`src/rtl/alu_pkg.sv`:
```
// Shared ALU opcode and execution-state definitions, used by both the control-unit
// decoder and alu_exec_unit.
package alu_pkg;

  typedef enum logic [3:0] {
    ALU_ADD = 4'd0,
    ALU_SUB = 4'd1,
    ALU_XOR = 4'd2,
    ALU_OR  = 4'd3,
    ALU_AND = 4'd4,
    ALU_SLL = 4'd5,
    ALU_SRL = 4'd6,
    ALU_MUL = 4'd7,
    ALU_DIV = 4'd8,
    ALU_NA  = 4'd15
  } alu_op_e;

  typedef enum logic [1:0] {
    ST_IDLE = 2'd0,
    ST_ITER = 2'd1,
    ST_DONE = 2'd2
  } alu_state_e;

  localparam int unsigned ALU_OP_W = 4;

  function automatic logic is_muldiv(input logic [ALU_OP_W-1:0] op);
    return (op == ALU_MUL) || (op == ALU_DIV);
  endfunction

endpackage

```
`src/rtl/alu_muldiv_seq.sv`:
```
// Iterative unsigned multiplier (shift-add) and restoring divider; one step per clock,
// WIDTH steps per operation. done/result show the final step before it is registered.
module alu_muldiv_seq #(
  parameter int WIDTH = 32
) (
  input  logic             clk,
  input  logic             rst,
  input  logic             start,
  input  logic             is_div,
  input  logic [WIDTH-1:0] opa,
  input  logic [WIDTH-1:0] opb,
  output logic             done,
  output logic [WIDTH-1:0] result
);

  localparam int CW = $clog2(WIDTH) + 1;
  localparam logic [CW-1:0] LAST = CW'(WIDTH - 1);

  logic             busy_r;
  logic             div_r;
  logic [CW-1:0]    cnt_r;
  logic [WIDTH-1:0] a_r;
  logic [WIDTH-1:0] b_r;
  logic [WIDTH:0]   acc_r;
  logic [WIDTH-1:0] a_nx_s;
  logic [WIDTH-1:0] b_nx_s;
  logic [WIDTH:0]   acc_nx_s;
  logic [WIDTH:0]   rem_sh_s;

  // One iteration step; for DIV a_r holds dividend bits shifting out and quotient bits shifting in
  always_comb begin
    rem_sh_s = {acc_r[WIDTH-1:0], a_r[WIDTH-1]};
    a_nx_s   = a_r;
    b_nx_s   = b_r;
    acc_nx_s = acc_r;
    if (div_r) begin
      // divisor 0 never borrows, so the quotient saturates to all ones
      if (rem_sh_s >= {1'b0, b_r}) begin
        acc_nx_s = rem_sh_s - {1'b0, b_r};
        a_nx_s   = {a_r[WIDTH-2:0], 1'b1};
      end else begin
        acc_nx_s = rem_sh_s;
        a_nx_s   = {a_r[WIDTH-2:0], 1'b0};
      end
    end else begin
      if (b_r[0]) begin
        acc_nx_s = acc_r + {1'b0, a_r};
      end else begin
        acc_nx_s = acc_r;
      end
      a_nx_s = {a_r[WIDTH-2:0], 1'b0};
      b_nx_s = {1'b0, b_r[WIDTH-1:1]};
    end
  end

  assign done   = busy_r && (cnt_r == LAST);
  assign result = div_r ? a_nx_s : acc_nx_s[WIDTH-1:0];

  // Operand load on start, then iterate until the last step is taken
  always_ff @(posedge clk or posedge rst) begin
    if (rst) begin
      busy_r <= 1'b0;
      div_r  <= 1'b0;
      cnt_r  <= {CW{1'b0}};
      a_r    <= {WIDTH{1'b0}};
      b_r    <= {WIDTH{1'b0}};
      acc_r  <= {(WIDTH+1){1'b0}};
    end else if (start) begin
      busy_r <= 1'b1;
      div_r  <= is_div;
      cnt_r  <= {CW{1'b0}};
      a_r    <= opa;
      b_r    <= opb;
      acc_r  <= {(WIDTH+1){1'b0}};
    end else if (busy_r) begin
      a_r   <= a_nx_s;
      b_r   <= b_nx_s;
      acc_r <= acc_nx_s;
      if (done) begin
        busy_r <= 1'b0;
        cnt_r  <= {CW{1'b0}};
      end else begin
        cnt_r <= cnt_r + CW'(1);
      end
    end
  end

endmodule

```
`src/rtl/alu_exec_unit.sv`:
```
// Execution-stage ALU: single-cycle ops plus optional iterative MUL/DIV, enabled by
// defining macro ALU_EXEC_MULDIV_EN (otherwise codes 7 and 8 report illegal).
module alu_exec_unit
  import alu_pkg::*;
#(
  parameter int WIDTH = 32
) (
  input  logic             clk,
  input  logic             rst,
  input  logic             start,
  input  logic [3:0]       ALUOp,
  input  logic [WIDTH-1:0] SrcA,
  input  logic [WIDTH-1:0] SrcB,
  output logic             ready,
  output logic             done,
  output logic [WIDTH-1:0] ALUResult,
  output logic             Zero,
  output logic             illegal
);

  localparam int SHW = $clog2(WIDTH);

  alu_state_e       state_r;
  logic             ready_r;
  logic             done_r;
  logic             zero_r;
  logic             illegal_r;
  logic [WIDTH-1:0] result_r;
  logic [WIDTH-1:0] alu_res_s;
  logic             illegal_s;
  logic             muldiv_s;
  logic [SHW-1:0]   shamt_s;

  assign shamt_s = SrcB[SHW-1:0];

  // Single-cycle result and op classification from the live request inputs
  always_comb begin
    alu_res_s = {WIDTH{1'b0}};
    illegal_s = 1'b0;
    muldiv_s  = 1'b0;
    case (alu_op_e'(ALUOp))
      ALU_ADD: alu_res_s = SrcA + SrcB;
      ALU_SUB: alu_res_s = SrcA - SrcB;
      ALU_XOR: alu_res_s = SrcA ^ SrcB;
      ALU_OR:  alu_res_s = SrcA | SrcB;
      ALU_AND: alu_res_s = SrcA & SrcB;
      ALU_SLL: alu_res_s = SrcA << shamt_s;
      ALU_SRL: alu_res_s = SrcA >> shamt_s;
`ifdef ALU_EXEC_MULDIV_EN
      ALU_MUL, ALU_DIV: muldiv_s = is_muldiv(ALUOp);
`endif
      default: illegal_s = 1'b1;
    endcase
  end

`ifdef ALU_EXEC_MULDIV_EN
  logic             md_start_s;
  logic             md_done_s;
  logic [WIDTH-1:0] md_result_s;

  assign md_start_s = (state_r == ST_IDLE) && start && muldiv_s;

  alu_muldiv_seq #(
    .WIDTH (WIDTH)
  ) u_muldiv (
    .clk    (clk),
    .rst    (rst),
    .start  (md_start_s),
    .is_div (ALUOp == ALU_DIV),
    .opa    (SrcA),
    .opb    (SrcB),
    .done   (md_done_s),
    .result (md_result_s)
  );
`endif

  // Control FSM; result flags change only when entering DONE
  always_ff @(posedge clk or posedge rst) begin
    if (rst) begin
      state_r   <= ST_IDLE;
      ready_r   <= 1'b1;
      done_r    <= 1'b0;
      result_r  <= {WIDTH{1'b0}};
      zero_r    <= 1'b1;
      illegal_r <= 1'b0;
    end else begin
      case (state_r)
        ST_IDLE: begin
          done_r <= 1'b0;
          if (start) begin
            ready_r <= 1'b0;
            if (muldiv_s) begin
              state_r <= ST_ITER;
            end else begin
              state_r   <= ST_DONE;
              done_r    <= 1'b1;
              result_r  <= alu_res_s;
              zero_r    <= (alu_res_s == {WIDTH{1'b0}});
              illegal_r <= illegal_s;
            end
          end
        end
`ifdef ALU_EXEC_MULDIV_EN
        ST_ITER: begin
          if (md_done_s) begin
            state_r   <= ST_DONE;
            done_r    <= 1'b1;
            result_r  <= md_result_s;
            zero_r    <= (md_result_s == {WIDTH{1'b0}});
            illegal_r <= 1'b0;
          end
        end
`endif
        ST_DONE: begin
          state_r <= ST_IDLE;
          ready_r <= 1'b1;
          done_r  <= 1'b0;
        end
        default: begin
          state_r <= ST_IDLE;
          ready_r <= 1'b1;
          done_r  <= 1'b0;
        end
      endcase
    end
  end

  assign ready     = ready_r;
  assign done      = done_r;
  assign ALUResult = result_r;
  assign Zero      = zero_r;
  assign illegal   = illegal_r;

endmodule

```
`config.mk`:
```
export PLATFORM = sky130hd
export DESIGN_NAME = alu_exec_unit
export DESIGN_NICKNAME = d
export VERILOG_FILES = /design/src/rtl/alu_pkg.sv /design/src/rtl/alu_muldiv_seq.sv /design/src/rtl/alu_exec_unit.sv
export SDC_FILE = /design/constraint.sdc
export NUM_CORES = 1
export LEC_CHECK = 0
export BUFFER_PORTS_ARGS = -buffer_cell sky130_fd_sc_hd__buf_2
export CAP_MARGIN = 10
export CORE_MARGIN = 2
export CORE_UTILIZATION = 45
export CTS_BUF_LIST = sky130_fd_sc_hd__clkbuf_16
export CTS_CLUSTER_DIAMETER = 30
export DETAILED_ROUTE_END_ITERATION = 8
export GPL_TIMING_DRIVEN = 0
export HOLD_SLACK_MARGIN = 0.06
export PLACE_DENSITY_LB_ADDON = 0.15
export REMOVE_ABC_BUFFERS = 1
export SLEW_MARGIN = 20
export SYNTH_ARGS = -nofsm -noshare
export SYNTH_HDL_FRONTEND = slang
export SYNTH_HIERARCHICAL = 1
export SYNTH_SLANG_ARGS = --single-unit
export TNS_END_PERCENT = 20
```
`constraint.sdc`:
```
create_clock -name clk -period 1.9 [get_ports clk]
set_input_delay 0.38 -clock clk [delete_from_list [all_inputs] [get_ports clk]]
set_output_delay 0.38 -clock clk [all_outputs]
set_load 0.02 [all_outputs]
```
==> impl.org <==
** Run status
- Status :: finished, violations left
- Failing checks :: negative setup slack

** Detailed routing
- After the first detailed-routing iteration, the DRC count stood at 1400.
- DR vias :: 11288
- After detailed routing, the average wire length per cell comes to 28.8 um.
- DRC violations left :: 0
- For this run, the detailed router's first-pass iteration total came to 7.
- Number of antenna-violating nets in the routed design :: 0
- In the routed layout, each cell is associated on average with a via count of 6.87.
- Total routed wirelength :: 47.3 mm

** Logic synthesis
- Yosys mapped a number of flops with a built-in enable equal to 0.
- Summing the areas of all compound-gate instances in the mapped netlist gives 27.7% of the synthesized area.
- Sequential cell area fraction in the yosys report :: 9.88%
- In the synthesized netlist the async set-or-reset flop fraction comes to 100%.
- Of the total synthesized cell area, the portion taken by full adders, half adders and majority gates is 13.1%.
- For this run, the leading register cell type out of synthesis is sky130_fd_sc_hd__dfrtp_1.
- Mux share of post-synthesis cell area :: 17.4%
- Yosys warning count :: 6
- Mean post-synth cell area :: 7.40 sq um
- The synthesized netlist devotes 4.66% of its cell area to XOR and XNOR gates.
- Synthesis produced 1269 cells.
- In this run the cell area of the synthesized design comes to 9400 sq um.
- Synthesis inferred 37 register bits.
- Largest family of logic cells by synthesized area :: compound AO/OA/AOI/OAI gates
- Of the total synthesized cell area, the portion taken by AND, OR, NAND and NOR gates is 19.4%.
- In this run, distinct cell masters in the synthesized netlist total 84.

** Timing
- Static timing analysis puts the maximum clock frequency at 239 MHz.
- Tightest Pin Transition :: 1160 ps
- Tmin final :: 4180 ps
- Setup repair after global routing could not meet its margin everywhere.
- Clock skew on the completed layout was measured at 2.65 ps.
- The final-report hold violation count was 0.
- Worst setup margin :: -2280 ps
- Max-slew headroom :: 22.4%
- The final critical path takes up 220% of the cycle.
- Setup-violating endpoint count in the final report :: 33
- Final count of pins violating max slew :: 0

** Hold path
- The worst hold path belongs to the class in2async.

** Cells and area
- Antenna Diode Count :: 0
- Most frequent cells in the layout :: sky130_fd_sc_hd__nand2_1 (152), sky130_fd_sc_hd__buf_2 (100), sky130_fd_sc_hd__nor2_1 (88), sky130_fd_sc_hd__inv_1 (75), sky130_fd_sc_hd__ha_1 (75)
- Area overhead of the layout relative to synthesis :: 28.3%
- At the end of the flow, the number of nets in the layout was 1541.
- Counting the fill cells in the layout gives 1908.
- The post-route netlist has 28.8% of its cells at a drive strength greater than 1.
- Once layout is complete, the cells apart from fillers number 1643.
- Cells fill 59.2% of the core in the end.
- Leaving out fill and tap cells, the most frequent cell in the layout is sky130_fd_sc_hd__nand2_1.

** Die
- Once the floorplan was initialized, standard cells occupied 46.1% of the core.
- 107 I/O pins were placed.
- Die span in x :: 149 um
- The core region is 20400 sq um.
- The die covers 22100 sq um.
- In this run the core area contains 52 standard-cell rows.
- Die H :: 149 um

** Global routing
- Congestion Overflow GR :: 0
- Layer with the highest usage :: met2
- For this run, global-route usage on met3 was measured as 10.9%.
- Global Route Usage Sum :: 41.4%
- In the global route stage, met2 resource usage came out at 64.0%.
- Wire length of the first global-routing pass :: 68.2 mm
- Entering global routing, the biggest net connects 64 pins.
- GR met1 Demand/Resource :: 57.5%
- The initial antenna violation count is 0.
- The via count of the first global-routing pass came to 10337.

** Setup path
- At the worst endpoint, the required time is 2120 ps.
- STA classifies the critical path startpoint as an input pin.
- Critical Path, Cell by Cell :: buf_16 -> clkinvlp_4 -> ha_4 -> nand4_1 -> nor2_4 -> nand2_4 -> nor2_4 -> a21oi_4 -> a21oi_4 -> xnor2_4 -> ha_4 -> a21oi_4 -> o21ai_2 -> a2111o_1 -> a211oi_4 -> o41a_1 -> or3_4 -> o21ai_2 -> a221oi_2 -> and3_1 -> a32o_1
- In this run the worst path has a maximum fanout of 4.
- CP max-delay cell :: sky130_fd_sc_hd__a2111o_1
- Arrival @ worst endpoint :: 4400 ps
- CP dominant cell by count :: sky130_fd_sc_hd__a21oi_4
- Setup crit end kind :: flop
- Kind of critical path :: in2reg
- For this run, the slowest stage of the critical path takes 420 ps.

** CTS
- Clock slew seen by the registers of the worst setup and hold paths :: 60 ps
- After clock tree synthesis, the flow added hold-fix buffers numbering 0.
- TritonCTS created 5 clock buffers.
- Htree depth :: 2
- The tree built by TritonCTS fans out to 37 sinks.
- TritonCTS built the clock tree.
- Clock latency at the later pin of the worst-skew pair :: 280 ps
- The clock passes through at most 2 buffers.
- Cell at the root of the clock tree :: sky130_fd_sc_hd__clkbuf_16

** Power
- LEAKAGE :: 5.40 nW
- Net switching is 46.2% of the power.
- Of the total power, combinational logic draws 64.9%.
- P_int :: 0.00308 W
- Switching pwr :: 0.00265 W
- For this design the ratio of total power to cell area is 475 nW/um^2.
- Clock group share of total power :: 18.7%
- VDD sags by at most 383 uV.
- Sequential share of power :: 16.4%

** Flow run
- Across the run, the number of max-cap violations was 0.

** Placed design
- Post-detailed-placement half-perimeter wirelength :: 34.2 mm
- The number of placed instances, taps included, is 1574.
- Gp weighted congestion :: 1.03
- Number of buffers inserted by port buffering :: 106
power groups by stage:
stage / logic, W / clock network [W] / registers (W)
after floorplan: 0.00166 / 0 / 0.00109
after global placement: 0.00291 / 0 / 0.000953
after detailed placement: 0.00294 / 0 / 0.000956
after CTS: 0.00344 / 0.00108 / 0.000942
after global routing: 0.00390 / 0.00111 / 0.000955
final: 0.00371 / 0.00107 / 0.000940
flip-flops by register name (all words and copies together), names as in the netlist:
name	flops
illegal	1
done	1
state_r	1
Zero	1
ready	1
ALUResult	32
critical path: cells and delay by family:
kind	cells	cell delay (ps)
simple gates	6	1020
fa+ha+maj	2	450
buf+inv	2	230
xor+xnor	1	170
compound gates	10	2130
layout make-up:
cell class	count	area [sq um]	area share, %
clock buffers	5	125	1.04
multi-input cells	1062	8760	72.6
repair inverters	2	17.5	0.145
well taps	270	338	2.80
clock inverters	3	65.1	0.540
inverters	85	370	3.07
flip-flops and latches	37	928	7.70
repair buffers	179	1450	12.1
path summary, 6_finish.rpt:
kind / start / slack (ps) / to / cells past startpoint
max: SrcB[1] / -2280 / Zero / 21
min: rst / 220 / ALUResult[24] / 2
max reg2reg: state_r[1] / -760 / Zero / 11
min reg2reg: state_r[1] / 440 / ready / 1
max in group asynchronous: rst / 1210 / ALUResult[7] / 2
min in group clk: start / 380 / ready / 3
kinds of logic (layout without fill, tap and decap cells):
logic type,Yosys count,count (layout)
AOI/OAI and AO/OA,396,396
xor gates and xnor gates,50,50
adders and majority gates,98,98
buffers and inverters,170,274
DFF,37,37
muxes,123,123
and+or+nand+nor,395,395
stage by stage:
step	instance area (sq um)	TNS (ps)	power, W	worst slack (ps)	hold slack (ps)
final	12100	-44670	0.00572	-2280	223
after global routing	12100	-47830	0.00597	-2410	291
after CTS	11700	-42670	0.00546	-2230	247
after detailed placement	10000	-114350	0.00389	-5190	430
after global placement	9860	-176970	0.00386	-6790	426
after floorplan	8990	-75630	0.00274	-3170	420
cell usage after synthesis, drive strengths merged, types with 9 or more instances:
| cell | instances | area [sq um] |
|---|---|---|
| nand2 | 160 | 601 |
| ha | 97 | 1210 |
| nor2 | 96 | 363 |
| o21ai | 96 | 480 |
| a21oi | 92 | 460 |
| inv | 84 | 315 |
| mux2i | 67 | 671 |
| clkbuf | 50 | 188 |
| xnor2 | 41 | 359 |
| buf | 35 | 220 |
| dfrtp | 35 | 876 |
| mux4 | 30 | 676 |
| a211oi | 29 | 223 |
| mux2 | 26 | 293 |
| a22oi | 23 | 173 |
| nor3 | 23 | 115 |
| nand3 | 20 | 100 |
| o22ai | 16 | 100 |
| a21o | 15 | 113 |
| o211ai | 15 | 113 |
| and2 | 14 | 87.6 |
| nand4 | 14 | 87.6 |
| and3 | 12 | 75.1 |
| nand2b | 12 | 75.1 |
| a31oi | 11 | 68.8 |
| nor2b | 11 | 68.8 |
| a221oi | 10 | 87.6 |
| o221ai | 10 | 87.6 |
| xor2 | 9 | 78.8 |
routing by layer:
layer | up-vias | share of wire (%)
li1 | 4919 | -
met1 | 5462 | 40
met2 | 798 | 43
met3 | 109 | 14
met4 | 0 | 3.5
met5 | - | 0
timing repair:
item / in CTS / in global routing
pin swaps: 76 / 40
buffers inserted: 36 / 15
cloned: 8 / 2
setup endpoints to repair: 34 / 33
hold endpoints to repair: 0 / 0
gates resized for setup: 211 / 45
(Power assumes the default switching activity.)
